**config.mk**
```make
export PLATFORM = sky130hd
export DESIGN_NAME = mem_port_arbiter
export DESIGN_NICKNAME = d
export VERILOG_FILES = /design/src/rtl/mem_arb_pkg.sv /design/src/rtl/wait_timer.sv /design/src/rtl/mem_port_arbiter.sv
export SDC_FILE = /design/constraint.sdc
export NUM_CORES = 1
export LEC_CHECK = 0
export CORE_AREA = 2 2 193 195
export DETAILED_ROUTE_END_ITERATION = 8
export DIE_AREA = 0 0 195 197
export PLACE_DENSITY_LB_ADDON = 0.15
export SETUP_SLACK_MARGIN = 0.2
export SLEW_MARGIN = 20
export SYNTH_ARGS = -nofsm -noshare
export SYNTH_HDL_FRONTEND = slang
export SYNTH_HIERARCHICAL = 1
export SYNTH_SLANG_ARGS = --single-unit
export TNS_END_PERCENT = 50
```
**constraint.sdc**
```tcl
create_clock -name clk -period 3.5 [get_ports clk]
set_clock_uncertainty 0.15 [all_clocks]
set_input_delay 0.7 -clock clk [delete_from_list [all_inputs] [get_ports clk]]
set_output_delay 0.7 -clock clk [all_outputs]
set_load 0.05 [all_outputs]
```
**src/rtl/mem_arb_pkg.sv**
```systemverilog
// Shared types and constants for the instruction/data memory port arbiter.
package mem_arb_pkg;

  typedef enum logic [1:0] {
    IDLE    = 2'd0,
    IF_BUSY = 2'd1,
    D_BUSY  = 2'd2,
    ERR     = 2'd3
  } arb_state_e;

  // Instruction fetches always move one 32-bit word.
  localparam logic [3:0] INSTR_BYTES = 4'd4;

  // Busy cycles without an acknowledge before the memory is declared hung.
  localparam int unsigned MAX_WAIT_DEFAULT = 15;

endpackage

```
**src/rtl/wait_timer.sv**
```systemverilog
// Watchdog counter for an outstanding memory access.
// limit_o flags the edge on which the count would reach MAX_WAIT.
module wait_timer
  import mem_arb_pkg::*;
#(
  parameter int unsigned MAX_WAIT = MAX_WAIT_DEFAULT
) (
  input  logic clk_i,
  input  logic rst_ni,
  input  logic clr_i,
  input  logic en_i,
  output logic limit_o
);

  localparam logic [7:0] LIMIT = 8'(MAX_WAIT);
  localparam logic [7:0] LAST  = 8'(MAX_WAIT - 1);

  logic [7:0] cnt_q, cnt_d;

  // Next count: clear wins, otherwise count enabled cycles and saturate at the limit.
  always_comb begin
    cnt_d = cnt_q;
    if (clr_i) begin
      cnt_d = '0;
    end else if (en_i && (cnt_q != LIMIT)) begin
      cnt_d = cnt_q + 8'd1;
    end
  end

  // Counter register with synchronous active-low reset.
  always_ff @(posedge clk_i) begin
    if (!rst_ni) begin
      cnt_q <= '0;
    end else begin
      cnt_q <= cnt_d;
    end
  end

  assign limit_o = en_i && (cnt_q == LAST);

endmodule

```
**src/rtl/mem_port_arbiter.sv**
```systemverilog
// Shares one single-ported memory between instruction fetch and load/store,
// data first, with a stall output for the CPU and a sticky hung-memory flag.
module mem_port_arbiter
  import mem_arb_pkg::*;
#(
  parameter int unsigned ADDR_W   = 64,
  parameter int unsigned DATA_W   = 64,
  parameter int unsigned MAX_WAIT = MAX_WAIT_DEFAULT
) (
  input  logic              clk,
  input  logic              reset,
  input  logic              if_req,
  input  logic [ADDR_W-1:0] if_addr,
  output logic [31:0]       if_rdata,
  output logic              if_done,
  input  logic              d_req,
  input  logic              d_we,
  input  logic [ADDR_W-1:0] d_addr,
  input  logic [DATA_W-1:0] d_wdata,
  input  logic [3:0]        d_size,
  output logic [DATA_W-1:0] d_rdata,
  output logic              d_done,
  output logic              mem_req,
  output logic              mem_we,
  output logic [ADDR_W-1:0] mem_addr,
  output logic [DATA_W-1:0] mem_wdata,
  output logic [3:0]        mem_size,
  input  logic [DATA_W-1:0] mem_rdata,
  input  logic              mem_ack,
  output logic              cpu_stall,
  output logic              timeout_err
);

  arb_state_e        state_q, state_d;
  logic              mem_req_q, mem_req_d;
  logic              mem_we_q, mem_we_d;
  logic [ADDR_W-1:0] mem_addr_q, mem_addr_d;
  logic [DATA_W-1:0] mem_wdata_q, mem_wdata_d;
  logic [3:0]        mem_size_q, mem_size_d;
  logic [31:0]       if_rdata_q, if_rdata_d;
  logic [DATA_W-1:0] d_rdata_q, d_rdata_d;
  logic              if_done_q, if_done_d;
  logic              d_done_q, d_done_d;
  logic              timeout_err_q, timeout_err_d;

  logic busy;
  logic wd_clr;
  logic wd_en;
  logic wd_limit;

  assign busy   = (state_q == IF_BUSY) || (state_q == D_BUSY);
  // Clearing throughout IDLE leaves the counter at zero on every BUSY entry.
  assign wd_clr = (state_q == IDLE);
  assign wd_en  = busy && !mem_ack;

  wait_timer #(
    .MAX_WAIT(MAX_WAIT)
  ) u_wait_timer (
    .clk_i  (clk),
    .rst_ni (reset),
    .clr_i  (wd_clr),
    .en_i   (wd_en),
    .limit_o(wd_limit)
  );

  // Arbitration, access sequencing and completion/timeout handling.
  always_comb begin
    state_d       = state_q;
    mem_req_d     = mem_req_q;
    mem_we_d      = mem_we_q;
    mem_addr_d    = mem_addr_q;
    mem_wdata_d   = mem_wdata_q;
    mem_size_d    = mem_size_q;
    if_rdata_d    = if_rdata_q;
    d_rdata_d     = d_rdata_q;
    if_done_d     = 1'b0;
    d_done_d      = 1'b0;
    timeout_err_d = timeout_err_q;

    unique case (state_q)
      IDLE: begin
        if (d_req && !d_done_q) begin
          state_d     = D_BUSY;
          mem_req_d   = 1'b1;
          mem_we_d    = d_we;
          mem_addr_d  = d_addr;
          mem_wdata_d = d_wdata;
          mem_size_d  = d_size;
        end else if (if_req && !if_done_q) begin
          state_d     = IF_BUSY;
          mem_req_d   = 1'b1;
          mem_we_d    = 1'b0;
          mem_addr_d  = if_addr;
          mem_wdata_d = '0;
          mem_size_d  = INSTR_BYTES;
        end
      end
      IF_BUSY: begin
        if (mem_ack) begin
          state_d    = IDLE;
          mem_req_d  = 1'b0;
          if_done_d  = 1'b1;
          if_rdata_d = if_addr[2] ? mem_rdata[63:32] : mem_rdata[31:0];
        end else if (wd_limit) begin
          state_d       = ERR;
          mem_req_d     = 1'b0;
          timeout_err_d = 1'b1;
        end
      end
      D_BUSY: begin
        if (mem_ack) begin
          state_d   = IDLE;
          mem_req_d = 1'b0;
          d_done_d  = 1'b1;
          d_rdata_d = mem_rdata;
        end else if (wd_limit) begin
          state_d       = ERR;
          mem_req_d     = 1'b0;
          timeout_err_d = 1'b1;
        end
      end
      ERR: begin
        mem_req_d     = 1'b0;
        timeout_err_d = 1'b1;
      end
      default: begin
        state_d = IDLE;
      end
    endcase
  end

  // State and registered outputs, cleared on any edge with reset low.
  always_ff @(posedge clk) begin
    if (!reset) begin
      state_q       <= IDLE;
      mem_req_q     <= 1'b0;
      mem_we_q      <= 1'b0;
      mem_addr_q    <= '0;
      mem_wdata_q   <= '0;
      mem_size_q    <= '0;
      if_rdata_q    <= '0;
      d_rdata_q     <= '0;
      if_done_q     <= 1'b0;
      d_done_q      <= 1'b0;
      timeout_err_q <= 1'b0;
    end else begin
      state_q       <= state_d;
      mem_req_q     <= mem_req_d;
      mem_we_q      <= mem_we_d;
      mem_addr_q    <= mem_addr_d;
      mem_wdata_q   <= mem_wdata_d;
      mem_size_q    <= mem_size_d;
      if_rdata_q    <= if_rdata_d;
      d_rdata_q     <= d_rdata_d;
      if_done_q     <= if_done_d;
      d_done_q      <= d_done_d;
      timeout_err_q <= timeout_err_d;
    end
  end

  assign mem_req     = mem_req_q;
  assign mem_we      = mem_we_q;
  assign mem_addr    = mem_addr_q;
  assign mem_wdata   = mem_wdata_q;
  assign mem_size    = mem_size_q;
  assign if_rdata    = if_rdata_q;
  assign d_rdata     = d_rdata_q;
  assign if_done     = if_done_q;
  assign d_done      = d_done_q;
  assign timeout_err = timeout_err_q;

  assign cpu_stall = (if_req & ~if_done_q) | (d_req & ~d_done_q) | (state_q == ERR);

endmodule
```
Yosys cells after proc, flatten, opt, wreduce, memory -nomap -nowiden. Cells that the tools add are included.

Memories: 0. Register bits after elaboration: 243. Output and inout bits: 234. Bits in read-only memories: 0. Input port bits: 266. Bits in writable memories: 0. Bits in latches: 0.

$add $sub $neg: 1. Multipliers: 0. Shift operators: 0. Bitwise gates (word level): 7. Eq/ne operators: 9. Divide/modulo/power cells: 0. Reduce and logical (&&, ||, !) cells: 23. Multiplexer cells: 23. Order comparisons: 0.

Operators with widths (count): 64-bit two-way mux (4); 32-bit two-way mux (1); 2-bit AND reduction (6); 1-bit two-way mux (9); 8-bit by 1-bit adder with 8-bit output, second input constant (1); 8-bit by 4-bit equality test with 1-bit output, second input constant (1); 2-bit two-way mux (4); 4-bit two-way mux (2); 8-bit by 4-bit != test with 1-bit output, second input constant (1); 3-bit AND reduction (2); 2-bit nonzero test (3); 1-bit logical AND (5); 2-bit equality test, second input constant (2); 2-bit one-hot mux with 2 select lines (1); 2-bit OR reduction (2); 1-bit logical NOT (3); 3-bit by 1-bit != test with 1-bit output, second input constant (1); 3-bit != test, second input constant (1); 1-bit inverter (3); 1-bit one-hot mux with 3 select lines (1); 1-bit AND (2); 2-bit by 1-bit equality test with 1-bit output, second input constant (1); 2-bit logical NOT (1); 2-bit by 1-bit != test with 1-bit output, second input constant (1); 4 further kinds (5).

Longest topological paths before layout. Gate-level depths: netlist of run 1.

Word-level depth: 7. Mapped depth: 10.

Modules after synthesis. Netlist of run 1, hierarchy kept.

By module, submodules not included: mem_port_arbiter (cells an instance 1049, seq. area each 4704.5 um2, area an instance 8943.6 um2, instances 1); wait_timer (cells an instance 49, seq. area each 160.2 um2, area an instance 441.7 um2, instances 1).

Worst setup path after synthesis of run 1. OpenSTA, ideal clock, no wires.

Path kind: input to output. From: in d_req. To: out cpu_stall. Setup slack: 0.966 ns. Arrival: 1.684 ns. Cell stages on the path: 4. Buffers on the path: 2. Path through: nor2b_1 -> buf_2 -> buf_2 -> or3_1.

Word-level cells in the longest chain between the ends: 3.

Ends and longest elaborated chain: start, declared (line mem_port_arbiter.sv:16) `input logic d_req,`; 1-bit AND (line mem_port_arbiter.sv:172) `assign cpu_stall = (if_req & ~if_done_q) | (d_req & ~d_done_q) | (state_q == ERR);`; 1-bit bitwise OR (2 in series) (line mem_port_arbiter.sv:172); end, declared (line mem_port_arbiter.sv:30) `output logic cpu_stall,`.

Every way passes these cells.

Worst setup path after layout of run 1. Same ends and word-level chain as after synthesis.

==> results of run 1 <==
## kinds of logic after synthesis
group	after synthesis	synth area share, %
flops	243	51.83
fa+ha+maj	6	0.7999
mux	33	3.520
buf+inv	101	5.106
simple gates	463	19.61
xor+xnor	1	0.09334
compound gates	251	19.04
## path summary, 6_finish.rpt
kind | startpoint | end | slack [ns]
worst min-delay path | d_rdata[49] | d_rdata[49] | 0.30
worst max register to register | state_q[0] | state_q[0] | 1.04
worst max-delay path | d_req | cpu_stall | 0.68
worst min register to register | d_rdata[49] | d_rdata[49] | 0.30
## state kept, by name, summed over array words and instances, names as in the netlist
name,count
if_done,1
mem_wdata,64
if_rdata,32
mem_size,4
state_q,2
mem_req,1
mem_addr,64
timeout_err,1
d_done,1
d_rdata,64
mem_we,1
u_wait_timer/cnt_q,8
## critical path: cells and delay by family
family	cells	cell delay, ns
simple gates	2	0.60
buf+inv	2	0.66
## through the flow
step	hold WS (ns)	instances	total power, W
detailed placement	0.2974	1992	0.009620
global route	0.3202	2049	0.01329
finish	0.3013	2049	0.01263
floorplan	0.3358	1098	0.007533
global placement	0.2914	1992	0.009584
CTS	0.3050	2045	0.01280
## power groups by stage
stage               sequential [W]  combinational, W  clock, W
detailed placement         0.00380           0.00582         0
floorplan                  0.00582           0.00171         0
global route               0.00381           0.00615   0.00332
finish                     0.00374           0.00578   0.00311
global placement           0.00378           0.00581         0
CTS                        0.00375           0.00584   0.00322
## layer usage
layer	up-vias	global-route usage [%]	part of all wire [%]
met5	-	0	0.077
met4	4	6.701	3.1
met3	57	7.529	9.9
met2	370	32.01	48
met1	4378	21.27	39
li1	4718	-	-
## cell usage in the layout, fill, tap and decap left out, types with 3 or more instances in the layout
master / n
clkdlybuf4s50_1: 497
nand2_1: 263
dfxtp_1: 243
nor2_1: 168
a21oi_1: 71
a22oi_1: 68
a311oi_1: 65
mux2i_1: 33
a211oi_1: 33
clkbuf_16: 29
buf_4: 14
buf_12: 9
clkbuf_8: 7
clkbuf_1: 7
ha_1: 6
o21ai_0: 5
diode_2: 4
inv_1: 4
or3_1: 4
clkinv_2: 4
nor2b_1: 3
nor3_1: 3
bufinv_16: 3
## area by class of cell
class / instances / area, um^2 / share of cell area, %
clock inverter: 10 / 133.9 / 0.8467
tap: 468 / 585.6 / 3.703
timing repair buffer: 521 / 5265 / 33.30
clock buffer: 43 / 848.3 / 5.365
multi-input combinational: 754 / 4076 / 25.78
antenna: 4 / 10.01 / 0.06331
inverter: 6 / 27.53 / 0.1741
sequential: 243 / 4865 / 30.77
==> key figures, run 1 <==
STA
  • Final worst setup slack: 0.6765 ns
  • Setup violators final: 0
  • RSZ-0062 raised after global routing: no
  • Tcrit/Tclk final: 80.67%
  • Final Hold Fails: 0
  • Min Clock Period, post-route: 2.823 ns
  • Worst slew margin: 55.07%
  • Slew Limit Fails: 0
  • Worst-margin pin slew: 0.6719 ns
  • Maximum clock frequency: 354.2 MHz
  • Post-Route Setup TNS: 0 ns

Floorplan
  • Die Ht: 197 um
  • Die width: 195 um
  • Die area: 0.03842 mm^2
  • Core area: 0.03626 mm^2
  • Initial Utilization: 25.88%
  • I/O Pins: 500
  • FP Rows: 70

Worst setup path
  • Depth of the worst register-to-register path: 10
  • Worst Path Required: 2.65 ns
  • CP peak stage delay: 0.51 ns
  • CP max-delay cell: clkdlybuf4s50_1
  • Worst EP arrival: 1.97 ns
  • Worst setup SP type: input pin
  • CP max FO: 13
  • Cell breakdown of the critical path: clkdlybuf4s50_1 -> nor2b_4 -> or3_1 -> buf_12
  • Crit Path Class: input pin to primary output
  • CP endpoint kind: primary output

Synth
  • Area leader, netlist: dfxtp_1
  • Most common flop cell mapped by yosys: dfxtp_1
  • Synth Cell Area: 0.009385 mm^2
  • Synth top cells by count: nand2_1 (264), dfxtp_1 (243), nor2_1 (168), a21oi_1 (71), a22oi_1 (68)
  • Yosys top cell area share: 51.83%
  • #FFs+latches synth: 243
  • Syn_area_per_cell: 8.548 um^2
  • Warnings, synthesis: 6
  • Ys async rst share: 0%
  • Post-Synthesis Cells: 1098
  • Post-Syn Nets: 1370
  • Synth area leaders: dfxtp_1 (52%), nand2_1 (11%), nor2_1 (6.7%)
  • Most numerous cell in the Yosys netlist: nand2_1
  • Synth unique cells: 42
  • Post-synth EDFFs: 0
  • Post-synthesis sequential area ratio: 51.83%

Clock network
  • Total clock sinks: 243
  • Cts repair resizes: 0
  • Clk root buf: clkbuf_16
  • Postcts setup bufs: 0
  • TritonCTS clock tree: yes
  • Cts hold-fix bufs: 0
  • Clock Path Buffers: 3
  • Num CTS Buffers: 29
  • Clk pin slew, worst setup/hold paths: 0.06 ns
  • H-tree depth: 1
  • Insertion delay to the later sink of the worst-skew pair: 0.56 ns

Placement
  • Placer congestion estimate: 0.7888
  • Input/output buffers: 499
  • Placement Cell Area: 0.01482 mm^2
  • Place WS: 0.6181 ns
  • HPWL after detailed placement: 27000 um

Routing
  • DRT antenna net count: 0
  • # DRC: 0
  • Final wirelength: 37720 um
  • DR iter-0 viols: 346
  • Via density: 4.650
  • Via count: 9527
  • DR WL/cell: 18.41 um
  • 1st-pass router iterations: 4

Layout
  • Area Growth Syn to Fin: 68.47%
  • Nets@finish: 1827
  • Final Cell Area: 0.01581 mm^2
  • Final core occ: 43.61%
  • Share of cells above drive strength 1: 5.327%
  • # fillers: 3612

Pwr
  • LEAKAGE: 5.833 nW
  • Net Sw Frac: 42.79%
  • Clock power frac: 24.6%
  • Sw Pwr: 0.005405 W
  • P_int: 0.007226 W
  • Worst vdd ir: 0.3742 mV
  • Power per Cell Area: 798.8 mW/mm^2
  • Reg power frac: 29.6%
  • Comb pwr share: 45.8%

Global routing
  • Vias in the first global route: 9433
  • Initial antenna violation count: 6
  • Global Route Usage Sum: 18.79%
  • Largest net degree at the start of global routing: 94
  • First-pass GRT wire length: 56390 um
  • Remaining Overflow, GRT: 0

Hold path
  • HP Class: flip-flop to flip-flop
  • Hold path depth: 2

Status
  • Outcome: finished clean

Flow run
  • Max-cap violations: 0
No activity file was read; power rests on OpenSTA's default activity.
==> run 2, diff against run 1 <==
Settings changed: CORE_AREA 2 2 193 195 to 2 2 194 196, DIE_AREA 0 0 195 197 to 0 0 196 198.
Clock period 3.5 ns to 2.8 ns, I/O delays scaled along.
==> key figures, run 2 (same netlist as run 1, synthesis figures left out) <==
Global routing
  • First-pass GRT wire length: 55540 um (-1.5%)
  • Largest net degree at the start of global routing: 69 (-27%)
  • Global Route Usage Sum: 18.18% (-0.61 points)
  • Remaining Overflow, GRT: 0 (unchanged)
  • Initial antenna violation count: 3 (-3)
  • Vias in the first global route: 9206 (-2.4%)

Clock network
  • Insertion delay to the later sink of the worst-skew pair: 0.56 ns (about the same)
  • TritonCTS clock tree: yes
  • Clock Path Buffers: 3 (unchanged)
  • Clk pin slew, worst setup/hold paths: 0.06 ns (about the same)
  • H-tree depth: 1 (unchanged)
  • Total clock sinks: 243 (unchanged)
  • Clk root buf: clkbuf_16
  • Postcts setup bufs: 0 (unchanged)
  • Num CTS Buffers: 30 (+3.4%)

Layout
  • # fillers: 3672 (+1.7%)
  • Multi-input gate area: 0.004076 mm^2 (unchanged)
  • Nets@finish: 1838 (+0.60%)
  • Share of cells above drive strength 1: 5.919% (+0.59 points)
  • Commonest non-fill, non-tap cells in the layout: clkdlybuf4s50_1 (496), nand2_1 (263), dfxtp_1 (243), nor2_1 (168), a21oi_1 (71)
  • Storage cell area: 0.004865 mm^2 (unchanged)
  • Area Growth Syn to Fin: 70.80%
  • Leading cell type in the layout, fill and taps excluded: clkdlybuf4s50_1
  • Final core occ: 43.38% (-0.23 points)

Floorplan
  • I/O Pins: 500 (unchanged)
  • FP Rows: 71 (+1.4%)
  • Initial Utilization: 25.40% (-0.49 points)
  • Die Ht: 198 um (+0.51%)
  • Die width: 196 um (+0.51%)
  • Core area: 0.03696 mm^2 (+1.9%)
  • Die area: 0.03881 mm^2 (+1.0%)

Hold path
  • HP Class: flip-flop to flip-flop

Pwr
  • Clock power frac: 25.0% (+0.4 points)
  • Sw Pwr: 0.006780 W (+25%)
  • Power per Cell Area: 1002 mW/mm^2 (+25%)
  • LEAKAGE: 5.953 nW (+2.1%)
  • Reg power frac: 28.9% (-0.7 points)
  • Comb pwr share: 46.0% (+0.2 points)
  • P_int: 0.009278 W (+28%)
  • Worst vdd ir: 0.4473 mV (+20%)
  • Net Sw Frac: 42.22% (-0.57 points)

Worst setup path
  • CP max-delay cell: clkdlybuf4s50_1
  • CP max FO: 3 (-10)
  • Worst Path Buf+Inv: 1 (-1)
  • Worst EP arrival: 1.81 ns (-0.16 ns)
  • CP peak stage delay: 0.88 ns (+0.37 ns)
  • Cell breakdown of the critical path: clkdlybuf4s50_1
  • CP top delay family: buffers and inverters
  • CP endpoint kind: primary output
  • Worst Path Required: 2.09 ns (-0.56 ns)
  • Crit Path Class: flip-flop to primary output
  • Worst setup SP type: flip-flop

STA
  • RSZ-0062 raised after global routing: no
  • Post-Route Setup TNS: 0 ns (unchanged)
  • Worst-margin pin slew: 0.6276 ns (-0.04431 ns)
  • Min Clock Period, post-route: 2.519 ns
  • Maximum clock frequency: 396.9 MHz
  • Setup violators final: 0 (unchanged)
  • Worst slew margin: 58.03% (+3.0 points)
  • Slew Limit Fails: 0 (unchanged)
  • Final Hold Fails: 0 (unchanged)
  • Tcrit/Tclk final: 89.98%

Placement
  • HPWL after detailed placement: 26700 um (-1.1%)
  • Placer congestion estimate: 0.7842 (-0.58%)
  • Input/output buffers: 499 (unchanged)

Routing
  • 1st-pass router iterations: 5 (+1)
  • Via density: 4.652 (about the same)
  • DR iter-0 viols: 399 (+15%)
  • Final wirelength: 37340 um (-1.0%)
  • DRT antenna net count: 0 (unchanged)
  • Via count: 9607 (+0.84%)
  • DR WL/cell: 18.08 um (-1.8%)
  • # DRC: 0 (unchanged)

Status
  • Outcome: finished clean

Flow run
  • Max-cap violations: 0 (unchanged)
run 2: cell types whose count changed in the layout (fill, tap and decap cells not counted):
cell / delta
inv_6: -1
clkbuf_16: +1
buf_4: +2
clkbuf_1: +1
clkdlybuf4s50_1: -1
clkinv_2: +1
clkbuf_8: -2
bufinv_16: +1
diode_2: -1
clkinvlp_4: -1
dlymetal6s2s_1: +1
buf_12: +8
clkinv_8: +1
run 2: power by group through the flow:
stage	Sequential [W]	Clock (W)	Combinational, W
2_1_floorplan	0.00727	0	0.00214
3_3_place_gp	0.00469	0	0.00743
3_5_place_dp	0.00471	0	0.00745
4_1_cts	0.00465	0.00415	0.00748
5_1_grt	0.00474	0.00428	0.00784
6_report	0.00464	0.00402	0.00739
run 2: through the flow:
step	hold WS, ns	power [W]	instance area [um^2]	instances	setup slack (ns)
floorplan	0.3358	0.009417	9385	1098	0.5133
global placement	0.2915	0.01212	15000	2008	0.2802
global route	0.3262	0.01687	16030	2064	0.2119
CTS	0.3040	0.01627	16020	2062	0.2020
finish	0.3038	0.01606	16030	2065	0.2806
detailed placement	0.2970	0.01217	15000	2008	0.2963
run 2: layout make-up:
class	instances	area share, %
antenna	3	0.04683
timing repair buffer	531	33.95
tap	474	3.700
clock inverter	11	1.054
sequential	243	30.35
clock buffer	43	5.300
multi-input combinational	754	25.43
inverter	6	0.1717
run 2: worst min-delay path, stage by stage (launching register included):
cell and delay [ns]:
dfxtp_1 0.31, nand2_1 0.05, a21oi_1 0.05
run 2: repair_timing:
| item | CTS | global route |
|---|---|---|
| setup endpoints to repair | 0 | 1 |
| gates resized for setup | 0 | 1 |
| hold buffers | 0 | 0 |
run 2: metal layers:
metal	share of wire [%]	up-vias	wire [um]	GRT usage, %
li1	-	4740	-	-
met1	41	4463	15410	21.85
met2	47	355	17730	30.64
met3	9.0	49	3342	6.200
met4	2.3	0	848	5.612
met5	0	-	0	0
run 2: worst paths after layout:
| kind | start | to | slack [ns] | cells past startpoint |
|---|---|---|---|---|
| worst max register to register | state_q[1] | state_q[0] | 0.48 | 9 |
| worst min register to register | d_rdata[58] | d_rdata[58] | 0.30 | 2 |
| worst min-delay path | d_rdata[58] | d_rdata[58] | 0.30 | 2 |
| worst max-delay path | if_done | if_done | 0.28 | 1 |
